### src/rtl/lc3_pkg.sv
// Shared LC-3 datapath definitions: word width, memory-access FSM states,
// and the access capture record used by the memory interface.
package lc3_pkg;

   localparam int          LC3_WORD_W    = 16;
   // Base of the memory-mapped I/O page, reserved for the I/O decoder.
   localparam logic [15:0] LC3_MMIO_BASE = 16'hFE00;

   typedef enum logic [1:0] {
      ST_IDLE = 2'd0,
      ST_REQ  = 2'd1,
      ST_DONE = 2'd2,
      ST_HOLD = 2'd3
   } mem_state_e;

   typedef struct packed {
      logic [LC3_WORD_W-1:0] addr;
      logic [LC3_WORD_W-1:0] data;
      logic                  we;
   } mem_cap_t;

endpackage

### src/rtl/memory_interface_unit_fsm.sv
// Memory access handshake: captures address/data/direction at access start,
// holds them across the bus cycle, and reports completion (R) or timeout.
module mem_access_fsm
   import lc3_pkg::*;
#(
   parameter int TIMEOUT_CYCLES = 64,
   parameter int CNT_W          = 16
) (
   input  logic                  clk,
   input  logic                  rst_n,
   input  logic                  mioEn_i,
   input  logic                  rw_i,
   input  logic [LC3_WORD_W-1:0] mar_i,
   input  logic [LC3_WORD_W-1:0] mdr_i,
   input  logic                  memReady_i,
   output logic                  memReq_o,
   output logic                  memWe_o,
   output logic [LC3_WORD_W-1:0] memAddr_o,
   output logic [LC3_WORD_W-1:0] memWData_o,
   output logic                  rdLoad_o,
   output logic                  R_o,
   output logic                  busy_o,
   output logic                  timeoutErr_o
);

   localparam logic [CNT_W-1:0] CNT_LAST = CNT_W'(TIMEOUT_CYCLES - 1);
   localparam logic [CNT_W-1:0] CNT_MAX  = '1;

   mem_state_e       state_q, state_d;
   mem_cap_t         cap_q, cap_d;
   logic [CNT_W-1:0] cnt_q, cnt_d;
   logic             tout_q, tout_d;

   always_ff @(posedge clk or negedge rst_n) begin
      if (!rst_n) begin
         state_q <= ST_IDLE;
         cap_q   <= '0;
         cnt_q   <= '0;
         tout_q  <= 1'b0;
      end else begin
         state_q <= state_d;
         cap_q   <= cap_d;
         cnt_q   <= cnt_d;
         tout_q  <= tout_d;
      end
   end

   always_comb begin
      state_d  = state_q;
      cap_d    = cap_q;
      cnt_d    = cnt_q;
      tout_d   = tout_q;
      rdLoad_o = 1'b0;
      case (state_q)
         ST_IDLE: begin
            // MAR/MDR are sampled pre-edge, so same-cycle loads are not seen.
            if (mioEn_i) begin
               cap_d   = '{addr: mar_i, data: mdr_i, we: rw_i};
               cnt_d   = '0;
               state_d = ST_REQ;
            end
         end
         ST_REQ: begin
            // Completion outranks a timeout landing on the same edge.
            if (memReady_i) begin
               rdLoad_o = !cap_q.we;
               state_d  = ST_DONE;
            end else if (cnt_q == CNT_LAST) begin
               tout_d  = 1'b1;
               state_d = ST_DONE;
            end else if (cnt_q != CNT_MAX) begin
               cnt_d = cnt_q + CNT_W'(1);
            end
         end
         ST_DONE: state_d = mioEn_i ? ST_HOLD : ST_IDLE;
         ST_HOLD: if (!mioEn_i) state_d = ST_IDLE;
         default: state_d = ST_IDLE;
      endcase
   end

   assign memReq_o     = (state_q == ST_REQ);
   assign memWe_o      = memReq_o & cap_q.we;
   assign memAddr_o    = cap_q.addr;
   assign memWData_o   = cap_q.data;
   assign R_o          = (state_q == ST_DONE);
   assign busy_o       = (state_q != ST_IDLE);
   assign timeoutErr_o = tout_q;

endmodule

### src/rtl/memory_interface_unit.sv
// LC-3 memory interface: MAR/MDR registers with their bus/memory load muxes,
// wrapped around the memory access handshake FSM.
module memory_interface_unit
   import lc3_pkg::*;
#(
   parameter int TIMEOUT_CYCLES = 64,
   parameter int CNT_W          = 16
) (
   input  logic                  clk,
   input  logic                  rst_n,
   input  logic [LC3_WORD_W-1:0] Bus,
   input  logic                  ldMAR,
   input  logic                  ldMDR,
   input  logic                  mioEn,
   input  logic                  rw,
   output logic [LC3_WORD_W-1:0] MAROut,
   output logic [LC3_WORD_W-1:0] MDROut,
   output logic [LC3_WORD_W-1:0] memAddr,
   output logic [LC3_WORD_W-1:0] memWData,
   input  logic [LC3_WORD_W-1:0] memRData,
   output logic                  memReq,
   output logic                  memWe,
   input  logic                  memReady,
   output logic                  R,
   output logic                  busy,
   output logic                  timeoutErr
);

   logic [LC3_WORD_W-1:0] mar_q, mar_d;
   logic [LC3_WORD_W-1:0] mdr_q, mdr_d;
   logic                  rd_load;

   always_ff @(posedge clk or negedge rst_n) begin
      if (!rst_n) begin
         mar_q <= '0;
         mdr_q <= '0;
      end else begin
         mar_q <= mar_d;
         mdr_q <= mdr_d;
      end
   end

   always_comb begin
      mar_d = ldMAR ? Bus : mar_q;
      mdr_d = mdr_q;
      // Read data wins over a bus load if mioEn was dropped mid-access.
      if (rd_load)
         mdr_d = memRData;
      else if (ldMDR && !mioEn)
         mdr_d = Bus;
   end

   mem_access_fsm #(
      .TIMEOUT_CYCLES (TIMEOUT_CYCLES),
      .CNT_W          (CNT_W)
   ) u_fsm (
      .clk          (clk),
      .rst_n        (rst_n),
      .mioEn_i      (mioEn),
      .rw_i         (rw),
      .mar_i        (mar_q),
      .mdr_i        (mdr_q),
      .memReady_i   (memReady),
      .memReq_o     (memReq),
      .memWe_o      (memWe),
      .memAddr_o    (memAddr),
      .memWData_o   (memWData),
      .rdLoad_o     (rd_load),
      .R_o          (R),
      .busy_o       (busy),
      .timeoutErr_o (timeoutErr)
   );

   assign MAROut = mar_q;
   assign MDROut = mdr_q;

endmodule

### config.mk
export PLATFORM = sky130hd
export DESIGN_NAME = memory_interface_unit
export DESIGN_NICKNAME = d
export VERILOG_FILES = /design/src/rtl/lc3_pkg.sv /design/src/rtl/memory_interface_unit_fsm.sv /design/src/rtl/memory_interface_unit.sv
export SDC_FILE = /design/constraint.sdc
export NUM_CORES = 1
export LEC_CHECK = 0
export BUFFER_PORTS_ARGS = -buffer_cell sky130_fd_sc_hd__buf_2
export CAP_MARGIN = 20
export CORE_ASPECT_RATIO = 2
export CORE_UTILIZATION = 56
export CTS_CLUSTER_SIZE = 16
export DETAILED_ROUTE_END_ITERATION = 8
export PLACE_DENSITY = 0.92
export REMOVE_ABC_BUFFERS = 1
export SLEW_MARGIN = 20
export SYNTH_ARGS = -nofsm -noshare
export SYNTH_HDL_FRONTEND = slang
export SYNTH_SLANG_ARGS = --single-unit
### constraint.sdc
create_clock -name clk -period 5.8 [get_ports clk]
set_input_delay 0.58 -clock clk [delete_from_list [all_inputs] [get_ports clk]]
set_output_delay 0.58 -clock clk [all_outputs]
set_load 0.1 [all_outputs]
==> results.toml <==
[worst_setup_path]
arrival_ns = 2.11
r2r_end = "u_fsm.cnt_q[8]"
crit_slowest_cell = "dfrtp_1"
cpPeakStageDelay_ns = 0.42
worst_ep_required_time_ns = 5.22
reg2reg_setup_slack_ns = 3.65
path_depth = 4
ff2ff_path_depth = 5
crit_chain = "nand2b_1 -> clkinv_1 -> and2_1 -> buf_2"
r2r-start = "u_fsm.cnt_q[10]"
crit_family = "simple AND/OR/NAND/NOR gates"
path_buf_inv = 2
crit_type = "register to primary output"
end_kind = "primary output"
critPathLaunchType = "register"
worst-path-max-fanout = 10

[placement]
place_area_um2 = 4310
hpwl_um = 6200
numPortBuffers = 107
globalplace.congestion = 0.941

[min_path]
hp-class = "input port to async pin"

[clocking]
htree_levels = 3
clk_root_buffer_cell = "clkbuf_16"
cts_tree = "built"
cts_made_buffers = 9
clock_sinks = 84
postCtsHoldBufs = 0
clock_latency_ns = 0.34
clk_pin_slew_ns = 0.06
clk_path_buf_depth = 2
cts_resized = 0
cts_setup_buffers = 0

[synthesis]
synth_common_cells = "133 x nand2_1, 84 x dfrtp_1, 32 x buf_4, 19 x mux2i_1, 19 x o21ai_0"
synth-seq-area-share_pct = 53.0
synth_cells = 406
avgSynthCellArea_um2 = 9.76
ys_ff_latch = 84
synth_ff_type = "dfrtp_1"
ys_types = 49
synth-xor-area-share_pct = 0
yosys.area_share.simple_pct = 20.5
async_flop_share_pct = 100
yosys.area_share.adder_pct = 0.316
synth_edf_count = 0
yosysWarnings = 0
synth_top_cell_by_area = "dfrtp_1"
netlist_area_um2 = 3960
synth_most_common_cell = "nand2_1"
yosys-top-cells-area = "dfrtp_1 53%, nand2_1 13%, buf_4 6.1%"
synthMuxAreaShare_pct = 9.34
synth_top_family_by_area = "simple AND/OR/NAND/NOR gates"
synth_compound_area_share_pct = 8.24
yosys.area.top_type_share_pct = 53.0

[status]
status = "completed"

[global_routing]
grt_max_degree = 85
antenna_found_initial = 0
grt_pass1_wl_um = 14500
grt_overflow = 0
grt_usage_pct = 27.1
grt_pass1_vias = 3071

[detailed_routing]
totalWireLength_um = 9040
routed_via_density = 5.51
drtPass1Iterations = 4
drt_iter0_drc = 175
ant_nets = 0
vias = 3139
drc = 0
avgRoutedWirePerCell_um = 15.9

[job]
cap_violations = 0

[sta]
fin_crit_sh_pct = 46.3
tns_ns = 0
drv_slew = 0
min_period_ns = 2.69
clock.fmax_ghz = 0.372
hold_viol = 0
setup_viol = 0
tightest_slew_ns = 0.747
clock_skew_ns = 0.00474
rsz0062_at_grt = "false"
relSlewSlack_pct = 50.2

[floorplanning]
start_util_pct = 57.6
ioPinCount = 108
die-height_um = 121
die_area_um2 = 7440
core_um2 = 6890
die_x_um = 61.5
rows = 43

[final_layout]
area_growth_pct = 16.8
nets = 515
stdcell_area_um2 = 4630
fin_util_pct = 67.2
n_antenna_cell = 0
drive_gt1_share_pct = 31.9
[state kept, by name, indices dropped and copies added, names as in the netlist]
register / cells
MAROut: 16
MDROut: 16
u_fsm.cnt_q: 16
u_fsm.memAddr_o: 16
u_fsm.memWData_o: 16
u_fsm.state_q: 2
u_fsm.cap_q: 1
u_fsm.timeoutErr_o: 1
[per-stage QoR]
stage | worst slack (ns) | cells | hold slack [ns]
3_3_place_gp | 3.26 | 554 | 0.455
6_report | 3.11 | 570 | 0.263
2_1_floorplan | 2.98 | 354 | 0.284
5_1_grt | 3.02 | 570 | 0.339
3_5_place_dp | 3.16 | 554 | 0.450
4_1_cts | 3.13 | 570 | 0.429
[placed cells by master, fill, tap and decap left out, types with 5 or more instances in the layout]
cell,netlist,layout
dfrtp_1,84,84
nand2_1,133,133
nand3_1,5,5
nor3_1,10,10
mux2i_1,19,19
o21ai_0,19,19
nor2_1,6,6
buf_2,4,106
mux2_2,16,16
clkbuf_16,0,9
[worst max-delay path by stage]
stage                           startpoint             end  slack [ns]
after floorplan           u_fsm.state_q[1]           memWe        2.98
after global placement            memReady  u_fsm.cnt_q[8]        3.26
after detailed placement          memReady  u_fsm.cnt_q[8]        3.16
after CTS                 u_fsm.state_q[1]           memWe        3.13
after global routing      u_fsm.state_q[1]           memWe        3.02
final                     u_fsm.state_q[1]           memWe        3.11
[layer usage]
metal	global-route usage, %	wire (um)	vias up
met5	0	0	-
met4	15.1	252	0
li1	-	-	1473
met2	43.7	4970	142
met1	30.6	3290	1500
met3	8.10	533	24
[logic make-up after synthesis]
kind of cell	count (synthesis)
buf+inv	55
compound gates	48
flops	84
fa+ha+maj	1
mux	35
simple gates	183
[layout make-up]
class | count | area (um2)
clock buffer | 12 | 256
clock inverter | 4 | 47.5
fill | 561 | 2260
inverter | 3 | 11.3
multi-input combinational | 267 | 1530
sequential | 84 | 2100
tap | 90 | 113
timing repair buffer | 110 | 564
Power is not shown: default switching activity piles up to over one toggle a cycle in this logic, so the estimate is an artifact.
